**config.mk**
```make
export PLATFORM = sky130hd
export DESIGN_NAME = st2bus
export DESIGN_NICKNAME = d
export VERILOG_FILES = /design/src/rtl/turbo_afu_pkg.sv /design/src/rtl/st2bus_outreg.sv /design/src/rtl/st2bus.sv
export SDC_FILE = /design/constraint.sdc
export NUM_CORES = 2
export LEC_CHECK = 0
export CORE_ASPECT_RATIO = 0.8
export CORE_MARGIN = 3
export CORE_UTILIZATION = 41
export DETAILED_ROUTE_END_ITERATION = 16
export PLACE_DENSITY = 0.67
export SETUP_SLACK_MARGIN = 0.1
export SLEW_MARGIN = 20
export SYNTH_ARGS = -nofsm -noshare
export SYNTH_HDL_FRONTEND = slang
export SYNTH_SLANG_ARGS = --single-unit
```
**constraint.sdc**
```tcl
create_clock -name clk -period 12.9 [get_ports clk]
set_clock_uncertainty 0.15 [all_clocks]
set_input_delay 1.935 -clock clk [delete_from_list [all_inputs] [get_ports clk]]
set_output_delay 1.935 -clock clk [all_outputs]
set_load 0.03 [all_outputs]
```
**src/rtl/turbo_afu_pkg.sv**
```systemverilog
// Shared definitions for the turbo AFU return path: CL header flags,
// header field widths and the packer FSM states.
package turbo_afu_pkg;

  localparam int FLAG_W = 2;

  localparam logic [FLAG_W-1:0] FLG_START = 2'b10;
  localparam logic [FLAG_W-1:0] FLG_BODY  = 2'b00;
  localparam logic [FLAG_W-1:0] FLG_END   = 2'b01;
  localparam logic [FLAG_W-1:0] FLG_SE    = 2'b11;

  typedef enum logic [1:0] {
    S_IDLE = 2'd0,
    S_FILL = 2'd1,
    S_HOLD = 2'd2
  } st2bus_state_e;

  function automatic logic [FLAG_W-1:0] cl_flag(input logic first, input logic last);
    case ({first, last})
      2'b10:   cl_flag = FLG_START;
      2'b01:   cl_flag = FLG_END;
      2'b11:   cl_flag = FLG_SE;
      default: cl_flag = FLG_BODY;
    endcase
  endfunction

endpackage

```
**src/rtl/st2bus_outreg.sv**
```systemverilog
// One-entry valid/ready holding register for the outgoing CL.
// free_o is high when a new CL may be loaded this cycle.
module st2bus_outreg #(
  parameter int W = 512
) (
  input  logic         clk,
  input  logic         rst_n,
  input  logic         load_i,
  input  logic [W-1:0] data_i,
  input  logic         ready_i,
  output logic [W-1:0] data_o,
  output logic         valid_o,
  output logic         free_o
);

  logic [W-1:0] data_q;
  logic         valid_q;

  // Data stays put until the consumer takes it; a load may coincide with a drain.
  always_ff @(posedge clk) begin
    if (!rst_n) begin
      data_q  <= '0;
      valid_q <= 1'b0;
    end else if (load_i) begin
      data_q  <= data_i;
      valid_q <= 1'b1;
    end else if (ready_i) begin
      valid_q <= 1'b0;
    end
  end

  assign data_o  = data_q;
  assign valid_o = valid_q;
  assign free_o  = !valid_q || ready_i;

endmodule

```
**src/rtl/st2bus.sv**
```systemverilog
// Packs Avalon-ST words lowest-first into 512-bit CLs with a {flag, length}
// header; one CL buffered at the output plus one completing in the accumulator.
module st2bus
  import turbo_afu_pkg::*;
#(
  parameter int BUS         = 512,
  parameter int BUS_HEAD    = 8,
  parameter int BUS_PAYLOAD = 504,
  parameter int ST          = 24,
  parameter int W_CL_CNT    = 11
) (
  input  logic                clk,
  input  logic                rst_n,
  input  logic [ST-1:0]       st_data,
  input  logic                st_valid,
  input  logic                st_sop,
  input  logic                st_eop,
  output logic                st_ready,
  output logic [BUS-1:0]      bus_data,
  output logic                bus_valid,
  input  logic                bus_ready,
  output logic                frm_done,
  output logic [W_CL_CNT-1:0] cl_cnt,
  output logic                err_pulse
);

  localparam int WPC      = BUS_PAYLOAD / ST;
  localparam int WIDX_W   = $clog2(WPC + 1);
  localparam int LEN_W    = BUS_HEAD - FLAG_W;
  localparam int ST_BYTES = ST / 8;

  st2bus_state_e state_q, state_d;

  logic [BUS_PAYLOAD-1:0] pay_q, pay_n, pay_d;
  logic [WIDX_W-1:0]      widx_q, widx_n, widx_d;
  logic                   first_q, first_n, first_d;
  logic                   eop_q, eop_n, eop_d;
  logic                   st_ready_q, ready_d;
  logic                   frm_done_q, err_q;
  logic [W_CL_CNT-1:0]    cl_cnt_q;

  logic           acc_s, xfer_s, free_s, wr_s, start_s, err_s, close_s, load_s;
  logic [LEN_W-1:0] len_s;
  logic [BUS-1:0] cl_s;

  assign acc_s  = st_valid && st_ready_q;
  assign xfer_s = bus_valid && bus_ready;

  // State and accumulator registers plus registered status outputs.
  always_ff @(posedge clk) begin
    if (!rst_n) begin
      state_q    <= S_IDLE;
      pay_q      <= '0;
      widx_q     <= '0;
      first_q    <= 1'b0;
      eop_q      <= 1'b0;
      st_ready_q <= 1'b0;
      frm_done_q <= 1'b0;
      err_q      <= 1'b0;
      cl_cnt_q   <= '0;
    end else begin
      state_q    <= state_d;
      pay_q      <= pay_d;
      widx_q     <= widx_d;
      first_q    <= first_d;
      eop_q      <= eop_d;
      st_ready_q <= ready_d;
      frm_done_q <= xfer_s && bus_data[BUS_PAYLOAD+LEN_W];
      err_q      <= err_s;
      if (start_s) begin
        cl_cnt_q <= '0;
      end else if (xfer_s) begin
        cl_cnt_q <= cl_cnt_q + W_CL_CNT'(1);
      end
    end
  end

  // Next state: a closing CL either goes straight out or parks in HOLD.
  always_comb begin
    state_d = state_q;
    wr_s    = 1'b0;
    start_s = 1'b0;
    err_s   = 1'b0;
    close_s = 1'b0;
    case (state_q)
      S_IDLE: begin
        if (acc_s && st_sop) begin
          start_s = 1'b1;
          wr_s    = 1'b1;
          close_s = st_eop || (WPC == 1);
        end else begin
          err_s = acc_s;
        end
      end
      S_FILL: begin
        if (acc_s) begin
          wr_s    = 1'b1;
          err_s   = st_sop;
          close_s = st_eop || (widx_q == WIDX_W'(WPC - 1));
        end else begin
          wr_s = 1'b0;
        end
      end
      default: ;
    endcase
    if (state_q == S_HOLD) begin
      if (free_s) begin
        state_d = eop_q ? S_IDLE : S_FILL;
      end else begin
        state_d = S_HOLD;
      end
    end else if (close_s) begin
      if (!free_s) begin
        state_d = S_HOLD;
      end else begin
        state_d = st_eop ? S_IDLE : S_FILL;
      end
    end else if (start_s) begin
      state_d = S_FILL;
    end else begin
      state_d = state_q;
    end
  end

  // Accumulator update, CL assembly and output-register load.
  always_comb begin
    pay_n   = pay_q;
    widx_n  = widx_q;
    first_n = first_q;
    eop_n   = eop_q;
    if (wr_s) begin
      pay_n[int'(widx_q)*ST +: ST] = st_data;
      widx_n  = widx_q + WIDX_W'(1);
      eop_n   = st_eop;
      first_n = first_q || start_s;
    end else begin
      widx_n = widx_q;
    end
    load_s = free_s && (close_s || (state_q == S_HOLD));
    len_s  = LEN_W'(int'(widx_n) * ST_BYTES);
    cl_s   = '0;
    cl_s[BUS_PAYLOAD +: BUS_HEAD] = {cl_flag(first_n, eop_n), len_s};
    cl_s[BUS_PAYLOAD-1:0]         = pay_n;
    if (load_s) begin
      pay_d   = '0;
      widx_d  = '0;
      first_d = 1'b0;
      eop_d   = 1'b0;
    end else begin
      pay_d   = pay_n;
      widx_d  = widx_n;
      first_d = first_n;
      eop_d   = eop_n;
    end
    ready_d = (state_d != S_HOLD);
  end

  st2bus_outreg #(.W(BUS)) u_outreg (
    .clk    (clk),
    .rst_n  (rst_n),
    .load_i (load_s),
    .data_i (cl_s),
    .ready_i(bus_ready),
    .data_o (bus_data),
    .valid_o(bus_valid),
    .free_o (free_s)
  );

  assign st_ready  = st_ready_q;
  assign frm_done  = frm_done_q;
  assign err_pulse = err_q;
  assign cl_cnt    = cl_cnt_q;

endmodule
```
==> flow_summary.toml <==
[power]
ir_worst_vdd_mv = 0.102
p_leak_uw = 0.0177
finalPower_uw = 6810
powerDensity_nw_per_um2 = 136

[synth]
synth_xor_area_share_pct = 0.774
syn-mean-instance-area_um2 = 9.29
async_flop_share_pct = 0
synth_compound_area_share_pct = 15.9
synth_seq_area_share_pct = 52.3
synth_fp_nets = 4331
synth_top_family_by_area = "compound AO/OA/AOI/OAI gates"
synth_simple_gate_area_share_pct = 15.7
synth_cells = 4284
synth-seq-cells = 1040
synth_cell_types = 83
synthAdderAreaFrac_pct = 0.572
synth_enable_flop_cells = 0
yosys_warnings = 0
muxShareOfSynthArea_pct = 11.4
syn-cell-area_um2 = 39800
ys.flop_type = "dfxtp_1"

[worst_setup_path]
crit_chain = "buf_4 > ha_1 > inv_1 > fa_1 > nor3_4 > nor4_4 > o211ai_2 > nor2_1 > ha_1 > nand3_4 > buf_4 > nor2_1 > o21ai_2 > buf_4 > o32ai_2 > nand2_2 > o21ai_1"
worstPathRequired_ps = 13340
crit_family = "compound AO/OA/AOI/OAI gates"
crit_top_cell = "buf_4"
worstSetupPathType = "reg -> reg"
r2r_setup_slack_ps = 6430
critPathCaptureType = "flip-flop"
cpMaxStageDelayCell = "o32ai_2"
crit_path_start_kind = "flip-flop"
critPathArrivalTime_ps = 6910
path_buf_inv = 4
slowest_delay_ps = 850
cp_max_fo = 78

[route]
drtIter0Drc = 3760
detail_route.wl_per_cell_um = 23.7
vias = 33624
totalWireLength_um = 145000
routed_via_density = 5.53
ant_nets = 0
drc_errors = 0
first_pass_iters = 6

[cells_and_area]
drive_gt1_share_pct = 7.58
syn_to_final_growth_pct = 25.5
final_common_cell = "dfxtp_1"
final_cell_mix = "1,039 x dfxtp_1, 619 x nor2_1, 575 x nand2_1, 556 x clkdlybuf4s50_1, 448 x mux2i_1"
nets = 4751
finish.utilization_pct = 52.3
layout.cells.non_filler = 6085

[sta]
tightest_slew_ps = 1250
rsz0062_at_grt = "no"
fin_tns_setup_ps = 0
hold_viol_final = 0
whs_ps = 296
finalSetupViolCount = 0
timing.final.crit_share_pct = 50.1
slew_headroom_pct = 16.4
min_period_ps = 6470
final_max_slew_viol_count = 0
fmax_mhz = 155

[placed_design]
hpwl_um = 100000
port_buffers = 556
post-place-cells = 5887
routabilityCongestion = 0.967

[grt]
grt_pass1_vias = 31225
antenna_found_initial = 9
grt_max_degree = 217
grt_overflow = 0
grt_use_met1_pct = 36.5
use_met2_pct = 42.4
grtUsageTotal_pct = 27.4
grt.met3_usage_pct = 8.05
top_usage_layer = "met2"
grt_pass1_wl_um = 210000

[run]
maxCapViolations = 0

[die]
io_pins = 557
die_w_um = 354
rows = 101
core_area_um2 = 95500
die_area_um2 = 101000
initial_core_util_pct = 41.7
die_h_um = 285

[clocking]
cts.sinks = 1040
h-tree-depth = 3
path_clk_slew_ps = 70
clk_latency_ps = 690
root_buffer = "clkbuf_16"
cts_tree = "yes"
cts_buffer_depth = 3
numCtsBuffers = 102
holdBufCountCts = 0
cts_setup_buffers = 0
cts.repair.resized = 0

[hold_path]
worstHoldPathType = "reg -> reg"

[status]
status = "finished, final reports clean"
-- report_power, final --
| part | switching, uW | internal, uW |
|---|---|---|
| clock | 1320 | 1760 |
| sequential | 3.34 | 3220 |
| combinational | 411 | 96.2 |
-- flip-flops by register name, summed over array words and instances, names as in the netlist --
register,flops
first_q,1
cl_cnt,11
st_ready,1
err_pulse,1
eop_q,1
widx_q,5
u_outreg.valid_o,1
pay_q,504
frm_done,1
state_q,2
u_outreg.data_o,512
-- cells by family after synthesis --
kind of cell    Yosys count
buf+inv                 324
fa+ha+maj                17
flops                  1040
compound gates          936
mux                     451
xor+xnor                 27
simple gates           1489
-- cell usage after synthesis (all sizes together), types with 6 or more instances --
| library cell | instances | share of area, % |
|---|---|---|
| dfxtp | 1040 | 52 |
| nor2 | 634 | 6.0 |
| nand2 | 578 | 5.5 |
| o21ai | 475 | 6.1 |
| mux2i | 448 | 11 |
| clkbuf | 247 | 2.3 |
| a21oi | 101 | 1.3 |
| nand3 | 99 | 1.3 |
| o211ai | 77 | 1.6 |
| nor3 | 59 | 0.85 |
| buf | 53 | 0.76 |
| a211oi | 52 | 1.9 |
| o31ai | 48 | 0.94 |
| a221o | 42 | 1.1 |
| a32oi | 28 | 0.62 |
| inv | 24 | 0.23 |
| a21o | 23 | 0.43 |
| a31oi | 20 | 0.31 |
| and3 | 20 | 0.31 |
| and2 | 18 | 0.28 |
| nand2b | 16 | 0.25 |
| nand4 | 16 | 0.29 |
| ha | 15 | 0.47 |
| xnor2 | 13 | 0.34 |
| a32o | 11 | 0.28 |
| nand3b | 11 | 0.21 |
| or4 | 11 | 0.21 |
| xor2 | 11 | 0.26 |
| a221oi | 8 | 0.18 |
| or3 | 8 | 0.13 |
| a222oi | 6 | 0.15 |
| nor2b | 6 | 0.094 |
-- worst paths after layout --
path / start / endpoint / depth (start not counted)
setup reg to reg: widx_q[0]$_SDFF_PP0_ / u_outreg.data_o[15]$_SDFFE_PN0P_ / 17
hold reg to reg: u_outreg.data_o[133]$_SDFFE_PN0P_ / u_outreg.data_o[133]$_SDFFE_PN0P_ / 2
hold / removal: u_outreg.data_o[133]$_SDFFE_PN0P_ / u_outreg.data_o[133]$_SDFFE_PN0P_ / 2
setup / recovery: widx_q[0]$_SDFF_PP0_ / u_outreg.data_o[15]$_SDFFE_PN0P_ / 17
-- per-stage QoR --
step                      setup slack [ps]  cell area (um2)
final                                 6430            49900
after global routing                  5950            49900
after CTS                             6540            49900
after detailed placement              6570            46400
after global placement                6620            46400
after floorplan                       7840            39800
-- layout make-up --
cell class                 instances  area [um2]
antenna                            6        15.0
tap                             1287        1610
clock buffer                     148        3030
sequential                      1040       20800
multi-input combinational       2920       17800
fill                            8779       45600
inverter                          24        90.1
clock inverter                    44         467
timing repair buffer             616        6060
-- routing by layer --
layer | part of all wire [%] | up-vias
met1 | 42 | 16279
li1 | - | 15725
met4 | 3.7 | 8
met3 | 9.7 | 240
met2 | 44 | 1372
met5 | 0.033 | -
-- worst min-delay path, stage by stage, from the launching register on --
cell,delay (ps)
dfxtp_1,310
nand2_1,50
o21ai_1,50
Power figures use the tool's default switching activity.
